**src/rtl/tictac_pkg.sv**
```systemverilog
// Shared tic-tac-toe codes, board-keeper state enum and the winning-line table.
// Latency: none (declarations only).
// Backpressure: not applicable.
package tictac_pkg;

  // Cell codes stored in each 2-bit board slot
  localparam logic [1:0] EMPTY = 2'b00;
  localparam logic [1:0] P1    = 2'b11;
  localparam logic [1:0] P2    = 2'b10;

  // Game result codes
  localparam logic [1:0] P1WIN = 2'b11;
  localparam logic [1:0] P2WIN = 2'b10;
  localparam logic [1:0] TIE   = 2'b01;
  localparam logic [1:0] NOWIN = 2'b00;

  typedef enum logic [1:0] {
    IDLE = 2'd0,
    SCAN = 2'd1,
    OVER = 2'd2
  } bkstate_t;

  // Nine 2-bit cells; cell i lives in bits [2i+1:2i] of the flat board
  typedef logic [8:0][1:0] board_t;

  // Winning lines in scan order: rows, columns, main diagonal, anti-diagonal
  localparam logic [0:7][0:2][3:0] LINE_TBL = '{
    '{4'd0, 4'd1, 4'd2},
    '{4'd3, 4'd4, 4'd5},
    '{4'd6, 4'd7, 4'd8},
    '{4'd0, 4'd3, 4'd6},
    '{4'd1, 4'd4, 4'd7},
    '{4'd2, 4'd5, 4'd8},
    '{4'd0, 4'd4, 4'd8},
    '{4'd2, 4'd4, 4'd6}
  };

  // True when no cell is left empty
  function automatic logic board_full(input board_t b);
    logic f;
    f = 1'b1;
    for (int i = 0; i < 9; i++) begin
      if (b[i] == EMPTY) f = 1'b0;
    end
    return f;
  endfunction

endpackage

```
**src/rtl/board_keeper_if.sv**
```systemverilog
// Move-address handshake between move sources (players, AI) and the board keeper.
// Latency: none (wiring only).
// Backpressure: source holds move_valid until it sees move_ready on a rising edge.
interface board_keeper_if;
  logic       move_valid;
  logic       move_ready;
  logic [3:0] move_addr;
  logic [1:0] move_cell;
  logic       move_ack;
  logic       move_err;

  modport master (
    output move_valid, move_addr, move_cell,
    input  move_ready, move_ack, move_err
  );

  modport slave (
    input  move_valid, move_addr, move_cell,
    output move_ready, move_ack, move_err
  );
endinterface

```
**src/rtl/line_match.sv**
```systemverilog
// Checks whether one winning line is fully owned by the given mover code.
// Latency: combinational.
// Backpressure: none.
module line_match
  import tictac_pkg::*;
(
  input  logic [17:0] gBoard,
  input  logic [2:0]  line,
  input  logic [1:0]  mover,
  output logic        match
);

  board_t cells;

  assign cells = gBoard;

  assign match = (cells[LINE_TBL[line][0]] == mover) &&
                 (cells[LINE_TBL[line][1]] == mover) &&
                 (cells[LINE_TBL[line][2]] == mover);

endmodule

```
**src/rtl/board_keeper.sv**
```systemverilog
// Board register and move arbiter: validates a move, writes it, scans 8 lines, publishes result.
// Latency: ack/err one cycle after handshake; result 1..8 edges after it (one line per cycle).
// Backpressure: move_ready low while scanning; optional turn check via BOARD_KEEPER_TURN_CHECK_EN.
module board_keeper
  import tictac_pkg::*;
#(
  parameter logic [3:0] BAD_ADDR = 4'b1111
) (
  input  logic               ph1,
  input  logic               reset,
  input  logic               new_game,
  board_keeper_if.slave      mv,
  output logic [17:0]        gBoard,
  output logic [1:0]         result,
  output logic [1:0]         turn
);

  bkstate_t   state, state_nx;
  logic [2:0] line_cnt, line_nx;
  logic [1:0] mover, mover_nx;
  board_t     board, board_nx;
  logic [1:0] result_nx, turn_nx;
  logic       ack_q, ack_nx;
  logic       err_q, err_nx;

  logic       take;
  logic       addr_ok;
  logic       code_ok;
  logic       turn_ok;
  logic [1:0] target;
  logic       legal;
  logic       match;

  assign gBoard        = board;
  assign mv.move_ready = (state != SCAN);
  assign mv.move_ack   = ack_q;
  assign mv.move_err   = err_q;
  assign take          = mv.move_valid && mv.move_ready;

  line_match u_line_match (
    .gBoard (board),
    .line   (line_cnt),
    .mover  (mover),
    .match  (match)
  );

  // Move legality: address in range, a real player code, empty target, game still open
  always_comb begin
    addr_ok = (mv.move_addr <= 4'd8) && (mv.move_addr != BAD_ADDR);
    code_ok = (mv.move_cell == P1) || (mv.move_cell == P2);
    target  = addr_ok ? board[mv.move_addr] : EMPTY;
`ifdef BOARD_KEEPER_TURN_CHECK_EN
    turn_ok = (mv.move_cell == turn);
`else
    turn_ok = 1'b1;
`endif
    legal   = addr_ok && code_ok && (target == EMPTY) && (state == IDLE) && turn_ok;
  end

  // Next-state logic: new_game clears everything and wins over a same-cycle handshake
  always_comb begin
    state_nx  = state;
    line_nx   = line_cnt;
    mover_nx  = mover;
    board_nx  = board;
    result_nx = result;
    turn_nx   = turn;
    ack_nx    = 1'b0;
    err_nx    = 1'b0;
    if (new_game) begin
      board_nx  = '0;
      result_nx = NOWIN;
      turn_nx   = P1;
      state_nx  = IDLE;
      line_nx   = 3'd0;
    end else begin
      case (state)
        IDLE, OVER: begin
          if (take) begin
            if (legal) begin
              board_nx[mv.move_addr] = mv.move_cell;
              mover_nx = mv.move_cell;
              line_nx  = 3'd0;
              ack_nx   = 1'b1;
              state_nx = SCAN;
            end else begin
              err_nx = 1'b1;
            end
          end
        end
        SCAN: begin
          if (match) begin
            result_nx = (mover == P1) ? P1WIN : P2WIN;
            state_nx  = OVER;
          end else if (line_cnt == 3'd7) begin
            if (board_full(board)) begin
              result_nx = TIE;
              state_nx  = OVER;
            end else begin
              turn_nx  = (turn == P1) ? P2 : P1;
              state_nx = IDLE;
            end
          end else begin
            line_nx = line_cnt + 3'd1;
          end
        end
        default: state_nx = IDLE;
      endcase
    end
  end

  // State and output registers; reset aborts any scan in flight
  always_ff @(posedge ph1 or negedge reset) begin
    if (!reset) begin
      state    <= IDLE;
      line_cnt <= 3'd0;
      mover    <= EMPTY;
      board    <= '0;
      result   <= NOWIN;
      turn     <= P1;
      ack_q    <= 1'b0;
      err_q    <= 1'b0;
    end else begin
      state    <= state_nx;
      line_cnt <= line_nx;
      mover    <= mover_nx;
      board    <= board_nx;
      result   <= result_nx;
      turn     <= turn_nx;
      ack_q    <= ack_nx;
      err_q    <= err_nx;
    end
  end

endmodule

```
**src/flat_wrapper.sv**
```systemverilog
// flat-port wrapper written by rule: the top's interface ports become plain ports
module board_keeper_flat import tictac_pkg::*;
#(
  parameter logic [3:0] BAD_ADDR = 4'b1111
)
  (ph1, reset, new_game, gBoard, result, turn, mv_move_valid, mv_move_addr, mv_move_cell, mv_move_ready, mv_move_ack, mv_move_err);
  board_keeper_if mv_i ();
  input  logic ph1;
  input  logic reset;
  input  logic new_game;
  output logic [17:0] gBoard;
  output logic [1:0] result;
  output logic [1:0] turn;
  input wire logic [$bits(mv_i.move_valid)-1:0] mv_move_valid;
  input wire logic [$bits(mv_i.move_addr)-1:0] mv_move_addr;
  input wire logic [$bits(mv_i.move_cell)-1:0] mv_move_cell;
  output wire logic [$bits(mv_i.move_ready)-1:0] mv_move_ready;
  output wire logic [$bits(mv_i.move_ack)-1:0] mv_move_ack;
  output wire logic [$bits(mv_i.move_err)-1:0] mv_move_err;
  assign mv_i.move_valid = mv_move_valid;
  assign mv_i.move_addr = mv_move_addr;
  assign mv_i.move_cell = mv_move_cell;
  assign mv_move_ready = mv_i.move_ready;
  assign mv_move_ack = mv_i.move_ack;
  assign mv_move_err = mv_i.move_err;
  board_keeper #(.BAD_ADDR(BAD_ADDR)) u_core (.ph1(ph1), .reset(reset), .new_game(new_game), .mv(mv_i), .gBoard(gBoard), .result(result), .turn(turn));
endmodule
```
**config.mk**
```make
export PLATFORM = sky130hd
export DESIGN_NAME = board_keeper_flat
export DESIGN_NICKNAME = d
export VERILOG_FILES = /design/src/rtl/tictac_pkg.sv /design/src/rtl/board_keeper_if.sv /design/src/rtl/line_match.sv /design/src/rtl/board_keeper.sv /design/src/flat_wrapper.sv
export SDC_FILE = /design/constraint.sdc
export NUM_CORES = 1
export LEC_CHECK = 0
export CAP_MARGIN = 20
export CORE_ASPECT_RATIO = 0.7
export CORE_MARGIN = 3
export CORE_UTILIZATION = 40
export DETAILED_ROUTE_END_ITERATION = 6
export GPL_ROUTABILITY_DRIVEN = 0
export SLEW_MARGIN = 25
export SYNTH_ARGS = -nofsm -noshare
export SYNTH_HDL_FRONTEND = slang
export SYNTH_SLANG_ARGS = --single-unit
```
**constraint.sdc**
```tcl
create_clock -name ph1 -period 3.25 [get_ports ph1]
set_clock_uncertainty 0.05 [all_clocks]
set_input_delay 0.65 -clock ph1 [delete_from_list [all_inputs] [get_ports ph1]]
set_output_delay 0.65 -clock ph1 [all_outputs]
set_load 0.005 [all_outputs]
```
Yosys cells after proc, flatten, opt, wreduce, memory -nomap -nowiden
Memory sizes are Yosys's and may differ from the RTL's.
Cells that the tools add are included.
{"block": "word_totals", "regBits": 31, "mem_count": 1, "rom_bits": 96, "output_inout_bits": 25, "input_bits": 10}
{"name": "(no name shown)", "words": 8, "word_bits": 12, "rd": 1, "rd_ports_with_merged_regs": 0, "write_ports": 0, "line": "line_match.sv:19", "source": "(cells[LINE_TBL[line][2]] == mover);"}
{"block": "classes", "n_lt_le_gt_ge": 7, "bitwise": 2, "addsub": 1, "reduce_logical": 35, "mux": 64, "n_eq_ne": 19}
{"op": "18-bit 2-to-1 mux", "n": 4}
{"op": "2-bit 2-to-1 mux", "n": 22}
{"op": "2-bit binary-select mux with 4-bit select", "n": 4}
{"op": "12-bit 2-to-1 mux", "n": 2}
{"op": "1-bit 2-to-1 mux", "n": 23}
{"op": "2-bit zero test", "n": 11}
{"op": "4-bit by 5-bit < comparator with 1-bit output (second input constant)", "n": 4}
{"op": "18-bit bitwise mux", "n": 1}
{"op": "3-bit 2-to-1 mux", "n": 5}
{"op": "2-bit == test (second input constant)", "n": 5}
{"op": "2-bit nonzero test", "n": 5}
{"op": "3-bit AND reduction", "n": 3}
{"op": "3-bit nonzero test", "n": 3}
{"op": "2-bit demux with 4-bit select", "n": 1}
{"op": "1-bit logical AND", "n": 8}
{"op": "4-bit AND reduction", "n": 2}
{"op": "2-bit == test", "n": 3}
{"op": "3-bit by 2-bit inequality test with 1-bit output (second input constant)", "n": 2}
{"op": "3-bit inequality test (second input constant)", "n": 2}
{"op": "3-bit case mux with 2 select lines", "n": 1}
{"op": "5-bit AND reduction", "n": 1}
{"op": "4-bit by 1-bit greater-or-equal comparator with 1-bit output (second input constant)", "n": 1}
{"op": "4-bit greater-or-equal comparator (second input constant)", "n": 1}
{"op": "4-bit <= comparator (second input constant)", "n": 1}
{"op": "other kinds (12)", "n": 13}

Longest topological paths before layout
Gate-level depths: netlist (run 1).
{"block": "logic_depth", "depth_word": 19, "mapped_depth": 11}

Hierarchy
A second synthesis (run 1) with hierarchy kept.
{"block": "unflattened", "cells_unflattened": 239, "hier_area_um2": 2432.3}
{"mod": "board_keeper", "n_inst": 1, "cells_each": 145, "area_per_inst_um2": 1566.5}
{"mod": "line_match", "n_inst": 1, "cells_each": 94, "area_per_inst_um2": 865.8}

Least setup slack after synthesis (run 1)
Ideal clock, no wire load.
{"block": "synth_timing", "path_type": "register to register", "startpoint": "register u_core.line_cnt[0]", "endpoint": "register u_core.line_cnt[0]", "setup_slack_ns": 0.021, "t_arrival_ns": 3.054, "path_buffers": 2, "t_required_ns": 3.075, "period_less_slack_ns": 3.229, "stages_incl_launch_ff": 12, "path_cell_list": "dfrtp_1 -> clkbuf_1 -> inv_1 -> ha_1 -> buf_2 -> mux2i_4 -> mux4_2 -> nor4_1 -> a311oi_2 -> mux2i_1 -> a211o_1 -> mux2_4"}
{"block": "synth_between", "elab_chain_cells": 11, "elab_cells_between_ends": 24, "cone_classes": "1 x add/sub; 6 x eq/ne; 12 x mux; 1 x bitwise; 3 x reduce/logical; 1 x memory"}
{"item": "start, declared", "line": "board_keeper.sv:19", "source": "logic [2:0] line_cnt, line_nx;"}
{"item": "start signal, assigned", "line": "board_keeper.sv:125", "source": "line_cnt <= line_nx;"}
{"item": "3-bit inverter with 4-bit output (not written as such)", "line": "line_match.sv:17, line_match.sv:18, line_match.sv:19"}
{"item": "memory read 8 x 12 bit"}
{"item": "12-bit 2-to-1 mux (not written as such) (2 in series)", "line": "line_match.sv:19"}
{"item": "2-bit binary-select mux with 4-bit select, on equally long branches", "line": "line_match.sv:17, line_match.sv:18"}
{"item": "2-bit 2-to-1 mux, on equally long branches", "line": "line_match.sv:17, line_match.sv:18"}
{"item": "2-bit == test, on equally long branches", "line": "line_match.sv:17, line_match.sv:18"}
{"item": "1-bit logical AND", "line": "line_match.sv:17", "source": "assign match = (cells[LINE_TBL[line][0]] == mover) &&"}
{"item": "1-bit logical AND", "line": "line_match.sv:18", "source": "(cells[LINE_TBL[line][1]] == mover) &&"}
{"item": "3-bit inequality test (no line)"}
{"item": "5-bit AND reduction (no line)"}
Parallel ways exist; a longest one is shown, timed or not. The select of a mux whose other input is x is not followed.
A chain may end at the register's enable or synchronous reset.

Worst setup path after layout (run 1)
Same ends and word-level chain as after synthesis.

==> flow_summary.ini, run 1 <==
[synthesis]
syn_area_per_cell_um2 = 9.27
netlist-cell-type-count = 51
synth_edf_count = 0
synth-seq-area-share_pct = 34.4
syn_inst = 236
ys_ff_latch = 30
synth.net_count = 252
syn-cell-area_um2 = 2190
async_flop_share_pct = 100
synth-main-ff-cell = dfrtp_1
yosysWarnings = 0

[clocking]
cts_sinks = 30
cts.htree.levels = 2
clockBufferDepth = 2
cts_setup_buffers = 0
clk_pin_slew_ns = 0.07
hold_buffers = 0
cts_resized = 0
cts_buffers = 5
cts_tree = yes
ctsRootBufferMaster = clkbuf_8
insertion_delay_ns = 0.28

[floorplanning]
initial_core_util_pct = 43.6
die_area_um2 = 6410
core_area_um2 = 5020
fp.dieH_um = 67.9
die_x_um = 94.4
io_pins = 35
rows = 21

[power]
p_total_uw = 866
p_leak_uw = 0.00112
ir_worst_vdd_v = 0.000217
powerDensity_nw_per_um2 = 316

[job]
drv_cap = 0

[outcome]
status = finished, final reports clean

[route]
drtIter0Drc = 123
vias = 1990
drt_pass1_iterations = 4
finalWirelength_um = 6190
avgViaCountPerCell = 5.72
drtAntennaViolNets = 0
routedWlPerCell_um = 17.8
drc = 0

[critical_path]
required_ns = 3.36
path_max_fanout = 8
r2r-start = u_core.line_cnt[0]
crit_start = u_core.line_cnt[0]
cp-endpoint = u_core.line_cnt[0]
path_class = register to register
reg2reg_slack_ns = 0.22
critPathCaptureType = register
ff2ff_path_depth = 9
arrival_ns = 3.14
start_kind = register
timing.rr.end = u_core.line_cnt[0]

[finish]
final_cells = 348
n_antenna_cell = 0
mostFrequentLayoutCells = 37 x nor2_1, 33 x clkdlybuf4s50_1, 29 x dfrtp_1
drive_gt1_share_pct = 15.4
syn_to_final_growth_pct = 25.4
layout_commonest_cell = nor2_1
nNetsFinal = 294

[sta]
relSlewSlack_pct = 60.1
rsz0062_at_grt = no
hold_viol = 0
finalMaxSlewViolations = 0
clock.fmax_mhz = 330
period_share_pct = 93.1
fin_setup_tns_ns = 0
tightest_slew_ns = 0.596
finalCriticalPeriod_ns = 3.03
finalSetupViolCount = 0

[worst_hold_path]
hold_class = register to register
hold_path.startpoint = u_core.state[0]
whs_path_depth = 1

[global_route]
grt_util_all_layers_pct = 21.5
antenna_found_initial = 0
first_global_vias = 1956
grt_first_pass_wirelength_um = 10400
grt_max_degree = 31
overflow = 0

[placed_design]
dp_hpwl_um = 4580
port_buffers = 33
placed_cells = 340
## metal layers
layer | global-route usage (%) | part of all wire, % | wire length (um)
met1 | 32.9 | 52 | 3200
met2 | 30.2 | 42 | 2580
met5 | 0 | 0 | 0
met3 | 5.27 | 5.9 | 366
met4 | 4.86 | 0.63 | 39
## cells by family after synthesis
group / synth area share (%)
and+or+nand+nor: 20.0
adders and majority gates: 3.43
AOI/OAI and AO/OA: 16.9
buffers and inverters: 4.63
muxes: 20.5
other: 0.171
DFF: 34.4
## critical path, cell delays in order (launching register included)
cell and delay [ns]:
dfrtp_1 0.43, buf_4 0.19, ha_1 0.41, mux2i_1 0.12
a2111oi_0 0.49, a211o_1 0.23, a211oi_1 0.06, mux2_2 0.27
a211o_1 0.34, mux2_4 0.32
## power breakdown
part	switching, uW	internal, uW	leakage, uW	total, uW
clock	150	170	0.0000472	320
combinational	84.2	73.4	0.000670	158
sequential	8.25	381	0.000406	389
total	242	624	0.00112	866
## cell type report
type	count	area [um2]
fill	464	2270
multi-input combinational	184	1340
sequential	30	752
timing repair buffer	48	443
tap	69	86.3
clock buffer	6	82.6
inverter	9	33.8
clock inverter	2	12.5
## Yosys cell counts, types with 2 or more instances
cell type	count	share of area (%)
mux2_2	7	3.6
mux2i_1	22	10
nor4_1	3	0.86
inv_1	9	1.5
nor2_1	37	6.3
and3b_1	3	1.2
buf_4	2	0.69
nand4_1	2	0.57
o21ai_0	2	0.46
o22ai_1	4	1.1
a31oi_1	6	1.7
nor3b_1	3	1.0
o21a_1	2	0.69
dfrtp_1	29	33
a221oi_1	4	1.6
o21bai_1	3	1.0
buf_2	3	0.69
nor2b_1	5	1.4
nand2_1	7	1.2
nand2b_1	5	1.4
nand3_1	5	1.1
clkbuf_1	7	1.2
mux4_2	5	5.1
a211o_1	3	1.2
nor3_1	5	1.1
a211oi_1	2	0.69
and2_1	3	0.86
a21oi_1	20	4.6
ha_1	6	3.4
## stage by stage
stage	cell area, um2	hold slack (ns)	util (%)	setup slack (ns)
finish	2750	0.443	54.7	0.223
global route	2750	0.488	54.7	0.0453
CTS	2750	0.444	54.7	0.226
detailed placement	2650	0.429	52.8	0.145
global placement	2650	0.436	52.8	0.136
floorplan	2190	0.304	-	0.0210
## how the worst min path moves through the flow
stage / end / slack (ns)
floorplan: u_core.gBoard[0] / 0.30
global placement: u_core.mv.move_err / 0.44
detailed placement: u_core.mv.move_err / 0.43
CTS: u_core.mv.move_err / 0.44
global route: u_core.mv.move_err / 0.49
finish: u_core.mv.move_err / 0.44
## sequential cells by signal, summed over array words and instances (netlist names)
| name | count |
|---|---|
| u_core.mv.move_ack | 1 |
| u_core.mover | 2 |
| u_core.result | 2 |
| u_core.line_cnt | 3 |
| u_core.turn | 1 |
| u_core.gBoard | 18 |
| u_core.state | 2 |
| u_core.mv.move_err | 1 |
(Power assumes the default switching activity.)
==> inputs of run 2 (changes only) <==
Settings changed: GPL_TIMING_DRIVEN set to 0, SKIP_LAST_GASP set to 1.
Clock period 3.25 ns to 3.51 ns, I/O delays scaled along.
==> run 2 against run 1 <==
Final area increased by 3.4%. Maximum frequency decreased by 10%. Power increased by 0.93%. Die area unchanged. Via count increased by 0.95%. Non-clock buffer count increased by 3. Clock power increased by 12%. Utilization increased by 1.9 points. Clock-buffer cell count unchanged. Sequential power decreased by 7.2%. Critical path type unchanged.
==> flow_summary.ini, run 2 (synthesis gave the netlist of run 1 again) <==
[sta]
tightest_slew_ns = 0.690
clock.fmax_mhz = 297
period_share_pct = 95.9
finalSetupViolCount = 0
relSlewSlack_pct = 54.0
finalCriticalPeriod_ns = 3.37
hold_viol = 0
finalMaxSlewViolations = 0

[route]
finalWirelength_um = 6370
avgViaCountPerCell = 5.74
vias = 2009
drc = 0
drtAntennaViolNets = 0
drtIter0Drc = 138
drt_pass1_iterations = 4
routedWlPerCell_um = 18.2

[finish]
n_antenna_cell = 0
syn_to_final_growth_pct = 29.7
nNetsFinal = 297
final_util_pct = 56.6
largest_register_ffs = 18
final_cells = 350
postLayoutCellArea_um2 = 2840
layout_commonest_cell = nor2_1
mostFrequentLayoutCells = 37 x nor2_1, 32 x clkdlybuf4s50_1, 29 x dfrtp_1
drive_gt1_share_pct = 17.1

[clocking]
ctsRootBufferMaster = clkbuf_8
cts.htree.levels = 2
insertion_delay_ns = 0.27
clk_pin_slew_ns = 0.07
cts_tree = yes
cts_buffers = 5
clockBufferDepth = 2
cts_sinks = 30
hold_buffers = 0

[floorplanning]
initial_core_util_pct = 43.6
core_area_um2 = 5020
io_pins = 35
fp.dieH_um = 67.9
die_area_um2 = 6410
die_x_um = 94.4
rows = 21

[global_route]
grt_util_all_layers_pct = 21.2
grt_max_degree = 31
first_global_vias = 1909
grt_first_pass_wirelength_um = 10400
overflow = 0
antenna_found_initial = 0

[critical_path]
required_ns = 3.63
path_max_fanout = 8
start_kind = register
arrival_ns = 3.48
critPathCaptureType = register
path_class = register to register

[job]
drv_cap = 0

[worst_hold_path]
hold_class = input port to asynchronous set/reset pin

[placed_design]
place_area_um2 = 2600
dp_hpwl_um = 4730
port_buffers = 33
placed_cells = 338

[power]
p_leak_uw = 0.00115
powerDensity_nw_per_um2 = 308
ir_worst_vdd_v = 0.000168

[outcome]
status = finished, final reports clean
run 2: cell count changes in the layout (fill, tap and decap cells not counted), sizes merged:
cell	change
clkbuf	+5
buf	-1
bufinv	+1
clkdlybuf4s50	-1
clkinv	-1
clkinvlp	-1
run 2: cell type report:
type / count / area, um2
Fill cell: 440 / 2180
Sequential cell: 30 / 752
Clock buffer: 6 / 82.6
Inverter: 9 / 33.8
Multi-Input combinational cell: 184 / 1410
Tap cell: 69 / 86.3
Buffer: 13 / 73.8
Clock inverter: 1 / 30.0
Timing Repair Buffer: 38 / 375
run 2: power by group:
group / internal [uW] / switching, uW / total [uW]
registers: 353 / 8.44 / 361
logic: 71.1 / 83.0 / 154
clock network: 227 / 132 / 359
run 2: critical path: stages, from the launching register on:
cell and delay (ns):
dfrtp_1 0.41, buf_4 0.20, inv_1 0.10, ha_1 0.19
buf_2 0.18, mux2i_4 0.19, buf_4 0.15, mux4_2 0.53
nor4_4 0.21, a311oi_4 0.10, mux2i_4 0.25, a211o_4 0.39
mux2_4 0.30
run 2: timing repair:
item                       in CTS  in global routing
resized for setup               3                 15
setup endpoints to repair       5                 11
buffers inserted                2                  3
run 2: final timing paths:
| check | startpoint | to | slack, ns | cells after the start |
|---|---|---|---|---|
| min in group ph1 | u_core.state[0] | u_core.mv.move_err | 0.43 | 1 |
| max | u_core.line_cnt[0] | u_core.line_cnt[0] | 0.14 | 12 |
| min reg2reg | u_core.state[0] | u_core.mv.move_err | 0.43 | 1 |
| max in group asynchronous | reset | u_core.gBoard[2] | 2.54 | 1 |
| min | reset | u_core.mv.move_ack | 0.41 | 1 |
| max reg2reg | u_core.line_cnt[0] | u_core.line_cnt[0] | 0.14 | 12 |
run 2: per-stage QoR:
stage	hold WS, ns	TNS, ns	worst slack, ns	total power, uW
after floorplan	0.356	0	0.281	451
after global placement	0.424	-1.40	-0.216	502
after detailed placement	0.418	-1.41	-0.220	502
after CTS	0.433	0	0.0289	862
after global routing	0.453	-0.0261	-0.0261	908
final	0.409	0	0.142	874
run 2: per-layer routing:
layer	global-route usage (%)	wire length, um	up-vias
met4	3.24	17	0
met1	33.6	3250	985
met5	0	0	-
met2	29.4	2670	57
met3	5.05	443	2
li1	-	-	965
==> inputs of run 3 (changes only) <==
Settings changed: MAX_ROUTING_LAYER set to met4.
==> run 3 against run 2 <==
Utilization unchanged. Largest power group unchanged. Sequential cell count unchanged. Global-route usage up 0.70 points. Non-clock buffer count unchanged. Sequential share of layout area unchanged. Clock power about the same. Register-to-register slack about the same.
==> flow_summary.ini, run 3 (synthesis gave the netlist of run 1 again) <==
[floorplanning]
core_area_um2 = 5020
initial_core_util_pct = 43.6
die_area_um2 = 6410
fp.dieH_um = 67.9
die_x_um = 94.4
io_pins = 35
rows = 21

[sta]
hold_ws_ns = 0.414
relSlewSlack_pct = 53.5
clock.fmax_mhz = 297
hold_viol = 0
finalCriticalPeriod_ns = 3.36
period_share_pct = 95.8
tightest_slew_ns = 0.698
finalMaxSlewViolations = 0
finalSetupViolCount = 0

[clocking]
cts_buffers = 5
clk_pin_slew_ns = 0.07
cts_sinks = 30
cts_tree = yes
clockBufferDepth = 2
insertion_delay_ns = 0.27
ctsRootBufferMaster = clkbuf_8
cts.htree.levels = 2

[route]
finalWirelength_um = 6370
routedWlPerCell_um = 18.2
drc = 0
drt_pass1_iterations = 4
drtIter0Drc = 161
vias = 2007
drtAntennaViolNets = 0
avgViaCountPerCell = 5.73

[critical_path]
crit_start = u_core.line_cnt[0]
max_stage_delay_ns = 0.53
reg2reg_slack_ns = 0.15
r2r-start = u_core.line_cnt[0]
critPathTopFamily = multiplexers
required_ns = 3.62
start_kind = register
path_max_fanout = 8
critPathCaptureType = register
cp_cell_sequence = buf_4, inv_1, ha_1, buf_2, mux2i_4, buf_4, mux4_2, nor4_4, a311oi_4, mux2i_4, a211o_4, mux2_4
crit_slowest_cell = mux4_2
timing.rr.end = u_core.line_cnt[0]
arrival_ns = 3.48
path_class = register to register
ff2ff_path_depth = 12
timing.critical_path.buf_inv = 4

[global_route]
grt_max_degree = 31
overflow = 0
grt_util_all_layers_pct = 21.9
antenna_found_initial = 0
grt_first_pass_wirelength_um = 10400
first_global_vias = 1908

[placed_design]
dp_hpwl_um = 4730
place_area_um2 = 2600
port_buffers = 33

[finish]
drive_gt1_share_pct = 17.1
largest_register_ffs = 18
mostFrequentLayoutCells = 37 x nor2_1, 32 x clkdlybuf4s50_1, 29 x dfrtp_1
n_antenna_cell = 0
layout_commonest_cell = nor2_1
postLayoutCellArea_um2 = 2840
syn_to_final_growth_pct = 29.7
final_util_pct = 56.6
nNetsFinal = 297

[power]
p_leak_uw = 0.00115
powerDensity_nw_per_um2 = 307
ir_worst_vdd_v = 0.000168
p_total_uw = 872

[worst_hold_path]
hold_class = input port to asynchronous set/reset pin

[job]
drv_cap = 0

[outcome]
status = finished, final reports clean
-- run 3: cell counts in the layout (fill, tap and decap cells not counted) --
Identical to the previous run, type by type.
-- run 3: worst max path at each step --
| stage | cells past startpoint | end | slack, ns |
|---|---|---|---|
| after global routing | 12 | u_core.line_cnt[0] | -0.03 |
| after CTS | 11 | u_core.line_cnt[0] | 0.03 |
| after detailed placement | 11 | u_core.line_cnt[0] | -0.22 |
| final | 12 | u_core.line_cnt[0] | 0.15 |
| after floorplan | 11 | u_core.line_cnt[0] | 0.28 |
| after global placement | 11 | u_core.line_cnt[0] | -0.22 |
-- run 3: report_power, final --
group	switching, uW	internal, uW
clock	130	227
sequential	8.29	353
combinational	83.4	71.1
total	221	651
-- run 3: layer usage --
| layer | share of wire (%) | vias up | wire [um] | track usage, % |
|---|---|---|---|---|
| li1 | - | 967 | - | - |
| met1 | 52 | 970 | 3330 | 34.9 |
| met2 | 41 | 68 | 2630 | 29.1 |
| met3 | 6.1 | 2 | 387 | 3.85 |
| met4 | 0.36 | 0 | 23 | 3.24 |
| met5 | 0 | - | 0 | - |
-- run 3: worst register-to-register path, cell delays in order, from the launching register on --
cell      delay, ns
dfrtp_1        0.41
buf_4          0.20
inv_1          0.10
ha_1           0.19
buf_2          0.18
mux2i_4        0.19
buf_4          0.15
mux4_2         0.53
nor4_4         0.21
a311oi_4       0.10
mux2i_4        0.25
a211o_4        0.40
mux2_4         0.30
-- run 3: layout make-up --
cell class                      instances  area (um2)
Fill cell                             440        2180
Multi-Input combinational cell        184        1410
Sequential cell                        30         752
Timing Repair Buffer                   38         375
Tap cell                               69        86.3
Clock buffer                            6        82.6
Buffer                                 13        73.8
Inverter                                9        33.8
Clock inverter                          1        30.0
-- run 3: through the flow --
step | setup WS [ns] | std cells | TNS [ns]
final | 0.147 | 350 | 0
after global routing | -0.0261 | 350 | -0.0261
after CTS | 0.0289 | 347 | 0
after detailed placement | -0.220 | 338 | -1.41
after global placement | -0.216 | 338 | -1.40
after floorplan | 0.281 | 236 | 0
-- run 3: timing repair --
action / 4_1_cts / 5_1_grt
endpoints found under the hold margin: 0 / 0
hold buffers: 0 / 0
resized for setup: 3 / 15
setup endpoints to repair: 5 / 11
setup buffers: 2 / 3
